## config.mk

```make
export PLATFORM = sky130hd
export DESIGN_NAME = counter_scheduler
export DESIGN_NICKNAME = d
export VERILOG_FILES = /design/src/rtl/counter_scheduler.sv
export SDC_FILE = /design/constraint.sdc
export NUM_CORES = 1
export LEC_CHECK = 0
export ABC_AREA = 1
export BUFFER_PORTS_ARGS = -buffer_cell sky130_fd_sc_hd__buf_4
export CAP_MARGIN = 20
export CELL_PAD_IN_SITES_DETAIL_PLACEMENT = 0
export CELL_PAD_IN_SITES_GLOBAL_PLACEMENT = 2
export CORE_ASPECT_RATIO = 1.75
export CORE_MARGIN = 3
export CORE_UTILIZATION = 27
export CTS_CLUSTER_DIAMETER = 150
export DETAILED_ROUTE_END_ITERATION = 16
export GPL_TIMING_DRIVEN = 1
export MAX_ROUTING_LAYER = met4
export PLACE_DENSITY = 0.87
export SYNTH_ARGS = -nofsm -noshare
export SYNTH_HDL_FRONTEND = slang
export SYNTH_SLANG_ARGS = --single-unit
```

## constraint.sdc

```tcl
create_clock -name clock -period 2.3 [get_ports clock]
set_input_delay 0 -clock clock [delete_from_list [all_inputs] [get_ports clock]]
set_output_delay 0 -clock clock [all_outputs]
set_load 0.01 [all_outputs]
```

## src/rtl/counter_scheduler.sv

```systemverilog
// counter_scheduler: round-robin arbiter that lends one shared up-counter to one requester at a time for a run of N cycles
module counter_scheduler #(
    parameter int NREQ  = 4,
    parameter int WIDTH = 4
) (
    input  logic                  clock,
    input  logic                  reset,
    input  logic [NREQ-1:0]       req,
    input  logic [NREQ*WIDTH-1:0] len,
    input  logic [WIDTH-1:0]      count,
    output logic [NREQ-1:0]       gnt,
    output logic [NREQ-1:0]       done,
    output logic                  busy,
    output logic                  cnt_reset,
    output logic                  cnt_enable
);
    localparam int IW = $clog2(NREQ);
    typedef enum logic [1:0] {IDLE, CLEAR, RUN, DONE} state_t;
    state_t           state, state_n;
    logic [IW-1:0]    ptr, cur, win;
    logic [WIDTH-1:0] run_len;
    logic [NREQ-1:0]  cur_oh;
    // winner is the first set req bit at or after ptr; scanning backwards lets the nearest one overwrite
    always_comb begin
        win = '0;
        for (int k = NREQ - 1; k >= 0; k--)
            if (req[IW'((int'(ptr) + k) % NREQ)]) win = IW'((int'(ptr) + k) % NREQ);
    end
    // next-state decode; run_len==0 skips RUN entirely
    always_comb begin
        state_n = state;
        case (state)
            IDLE:    state_n = |req ? CLEAR : IDLE;
            CLEAR:   state_n = (run_len == '0) ? DONE : RUN;
            RUN:     state_n = (count == run_len - WIDTH'(1)) ? DONE : RUN;
            default: state_n = IDLE;
        endcase
    end
    // state register plus grant bookkeeping; len is captured only at the grant edge
    always_ff @(posedge clock) begin
        if (reset) begin
            state   <= IDLE;
            ptr     <= '0;
            cur     <= '0;
            run_len <= '0;
        end else begin
            state <= state_n;
            if (state == IDLE && |req) begin
                cur     <= win;
                run_len <= len[int'(win)*WIDTH +: WIDTH];
            end
            if (state == DONE) ptr <= (cur == IW'(NREQ - 1)) ? '0 : cur + IW'(1);
        end
    end
    assign cur_oh     = {{(NREQ-1){1'b0}}, 1'b1} << cur;
    assign busy       = state != IDLE;
    assign gnt        = busy ? cur_oh : '0;
    assign done       = (state == DONE) ? cur_oh : '0;
    assign cnt_reset  = state == CLEAR;
    assign cnt_enable = state == RUN;
endmodule

```

# Word-level counts from Yosys, hierarchy flattened
# Cells that the tools add are included.
# W data, S select, Z words.
# word_totals
register_bits	10
word_cells	48
out_inout_bits	11
input_bits	26
# classes
muxes	23
order_cmp	4
n_shift	2
n_eq_ne	5
add_sub_neg	5
reduce_logical	5
# ops
operator	count
$lt A2 B4 Y1 const B	4
$shiftx A16 B5 Y4	1
$mux W1	11
$mux W2	5
$bmux W1 S2	4
$mux W4	2
$eq A2 B2 Y1 const B	3
$pmux W2 S3	1
$add A2 B1 Y2 const B	2
$add A2 B2 Y2 const B	2
$eq A4 B4 Y1	1
$logic_not A4 Y1	1
$reduce_or A4 Y1	1
$shl A1 B2 Y4 const A	1
$sub A4 B1 Y4 const B	1
$eq A2 B1 Y1 const B	1
$logic_not A2 Y1	1
$reduce_bool A2 Y1	1
$logic_and A1 B1 Y1	1

# Longest topological paths before layout
# depth
ltp_word	9
mapped_depth	14
mapped_depth_nobuf	13

# Worst setup path after synthesis
# Ideal clock, no wire load.
# synth_path
kind	reg2reg
from	reg state[0]
to	reg run_len[3]
n_path_buf	0
setup_time_ps	56
required_ps	2244
path_stages_with_launch	11
arrival_ps	1487
period_less_slack_ps	1543
setup_slack_ps	757
cell_sequence	dfxtp_1 inv_1 ha_1 inv_1 a31oi_1 inv_1 nor2_2 nand3_1 nand3_1 nand2_1 inv_1
# synth_via
elab_chain_cells	2
# synth_rtl
item	line_no	text
from (decl)	19	state_t state, state_n;
from (signal assigned)	47	state <= state_n;
$logic_not A2 Y1	48	if (state == IDLE && |req) begin
$logic_and A1 B1 Y1	48	
to (signal assigned)	50	run_len <= len[int'(win)*WIDTH +: WIDTH];
to (decl)	21	logic [WIDTH-1:0] run_len;
# Every way passes these cells.
# A chain may end at the register's enable or synchronous reset.

# Final worst setup path
# Same ends and word-level chain as after synthesis.

==> results.sh <==
export IMPL_status="complete, no violations"
export IMPL_antenna_found_initial=0
export IMPL_cts_setup_buffers=0
export IMPL_firstDrtPassIters=4
export IMPL_die_h_um=90.3
export IMPL_cts_resized=0
export IMPL_gr_total_overflow=0
export IMPL_dp_hpwl_mm=2.38
export IMPL_yosys_most_used_dff="dfxtp_1"
export IMPL_crit_path_start="state[0]"
export IMPL_critPathRequiredTime_ns=2.47
export IMPL_totalNegativeSetupSlack_ns=0
export IMPL_start_util=0.281
export IMPL_clkLatencyLatePin_ns=0.23
export IMPL_r2r_start="state[0]"
export IMPL_grt_max_degree=11
export IMPL_path_depth=10
export IMPL_yosysSeqAreaShare=0.182
export IMPL_clock_sinks=10
export IMPL_synth_area_um2=1100
export IMPL_syn_num_nets=217
export IMPL_vias_per_cell=4.33
export IMPL_critPathMaxFanout=10
export IMPL_tightest_slew_ns=0.455
export IMPL_drt_iter0_drc=13
export IMPL_core_um2=3900
export IMPL_final_cells=270
export IMPL_cp_start_kind="flop"
export IMPL_drive_above_1_share=0.257
export IMPL_ys_ff_latch=10
export IMPL_drc_errors=0
export IMPL_rr_worst_depth=10
export IMPL_switchingPower_mw=0.651
export IMPL_multi_input_area_um2=686
export IMPL_utilization=0.379
export IMPL_synth_area_per_cell_um2=6.03
export IMPL_hold_class="input pin to flop"
export IMPL_htreeDepth=1
export IMPL_finalClockSkew_ns=0.00218
export IMPL_fill_cells=444
export IMPL_total_power_mw=1.41
export IMPL_grt_usage=0.124
export IMPL_synth_cells=182
export IMPL_r2r_end="run_len[3]"
export IMPL_min_period_ns=1.88
export IMPL_postSynth_asyncResetShare=0
export IMPL_vias=1169
export IMPL_cts_buffers=3
export IMPL_routedWlPerCell_um=10.1
export IMPL_synth_top_area_cell="dfxtp_1"
export IMPL_worstPathArrival_ns=2.06
export IMPL_cp_endpoint="run_len[3]"
export IMPL_slew_viol_final=0
export IMPL_path_class="flop to flop"
export IMPL_antenna_cells=0
export IMPL_finalWeightedCongestion=0.880
export IMPL_cp_top_family="buffers and inverters"
export IMPL_grt_pass1_vias=1176
export IMPL_holdBufCountCts=1
export IMPL_synth_edf_count=0
export IMPL_yosysMostFrequentCell="inv_1"
export IMPL_p_int_mw=0.759
export IMPL_p_sw_frac=0.461
export IMPL_p_leak_nw=0.880
export IMPL_cts_root_buffer="clkbuf_8"
export IMPL_fin_crit_sh=0.819
export IMPL_max_slew_margin_rel=0.697
export IMPL_end_kind="flop"
export IMPL_p_per_area_nw_per_um2=952
export IMPL_max_freq_mhz=531
export IMPL_drtAntennaViolNets=0
export IMPL_grt_pass1_wl_mm=4.62
export IMPL_combPwrFrac=0.630
export IMPL_rsz0062_at_grt="false"
export IMPL_portBuffers=36
export IMPL_clk_pin_slew_ns=0.05
export IMPL_cpMostUsedCell="inv_1"
export IMPL_dp_cells=265
export IMPL_crit_path_cell_trace="inv_1, ha_1, inv_1, a31oi_1, inv_1, nor2_2, nand3_1, nand3_1, nand2_1, inv_1"
export IMPL_synth_top_area_frac=0.182
export IMPL_reg2reg_slack_ns=0.42
export IMPL_routed_wl_mm=2.72
export IMPL_ios=37
export IMPL_clkPwrFrac=0.149
export IMPL_clockBufferDepth=2
export IMPL_yosysUniqueCellTypes=28
export IMPL_yosysWarnings=0
export IMPL_post_synth_main_area_contributors="dfxtp_1 (18%), inv_1 (17%), nand3_1 (12%)"
export IMPL_syn2layout_area_growth_pct=35.0
export IMPL_die_w_um=54.2
export IMPL_setup_violations=0
export IMPL_crit_slowest_cell="a31oi_1"
export IMPL_hold_violations=0
export IMPL_drv_cap=0
export IMPL_regArea_um2=200
export IMPL_ys_top_cells_by_count="inv_1 (49), nand2_1 (34), nand3_1 (26)"
export IMPL_power_frac_seq=0.221
export IMPL_path_buf_inv=4
export IMPL_nets=258
export IMPL_cts_tree="built"
export IMPL_row_count=30
export IMPL_cpPeakStageDelay_ns=0.34
export IMPL_worst_ir_drop_vdd_uv=377
export IMPL_timing_hold_ws_ns=0.170
export IMPL_dieArea_um2=4900
## flip-flops by register name (all words and copies together) (netlist names)
name,cells
cur,2
ptr,2
run_len,4
state,2
## routing by layer
layer / part of all wire / global-route usage
met5: 0 / -
met4: 0.027 / 0.0541
met3: 0.036 / 0.00496
met2: 0.57 / 0.231
met1: 0.37 / 0.122
## through the flow
stage / setup slack (ns) / cell area, µm²
after floorplan: 0.757 / 1100
after global routing: 0.136 / 1480
after CTS: 0.348 / 1480
after global placement: 0.391 / 1420
after detailed placement: 0.367 / 1420
final: 0.416 / 1480
## power by group through the flow
stage / Clock [mW] / Combinational [mW] / Sequential, mW
after floorplan: 0 / 0.668 / 0.289
after global placement: 0 / 0.901 / 0.312
after detailed placement: 0 / 0.902 / 0.316
after CTS: 0.216 / 0.908 / 0.313
after global routing: 0.224 / 1.04 / 0.322
final: 0.210 / 0.888 / 0.312
## layout make-up
class | instances | share of cell area
flip-flops and latches | 10 | 0.135
repair buffers | 37 | 0.189
multi-input cells | 119 | 0.463
clock buffers | 4 | 0.0372
well taps | 48 | 0.0405
inverters | 52 | 0.135
## cell families after synthesis
kind of cell,share of synthesized area
xor+xnor,0.0239
compound gates,0.0832
flops,0.182
buf+inv,0.193
simple gates,0.415
fa+ha+maj,0.103
## cell usage in the layout (no fill, tap or decap), types with 3 or more instances in the layout
cell type	n
a21oi_1	6
clkbuf_8	4
dfxtp_1	10
buf_4	36
inv_1	49
nor2_1	13
nand3_1	26
nand2_1	34
o21ai_0	3
ha_1	9
nand2_2	5
nor2_2	3
## how the worst min path moves through the flow
stage / cells past startpoint / end / from
after detailed placement: 2 / state[1] / reset
after floorplan: 1 / state[1] / reset
after global routing: 7 / run_len[3] / len[7]
after CTS: 7 / run_len[1] / len[13]
final: 7 / run_len[3] / len[15]
after global placement: 2 / state[1] / reset
## worst register-to-register path, cell delays in order (launching register included)
cell and delay (ns):
dfxtp_1 0.32, inv_1 0.08, ha_1 0.26, inv_1 0.10, a31oi_1 0.34, inv_1 0.26
nor2_2 0.19, nand3_1 0.09, nand3_1 0.08, nand2_1 0.05, inv_1 0.05
Power figures use the tool's default switching activity.
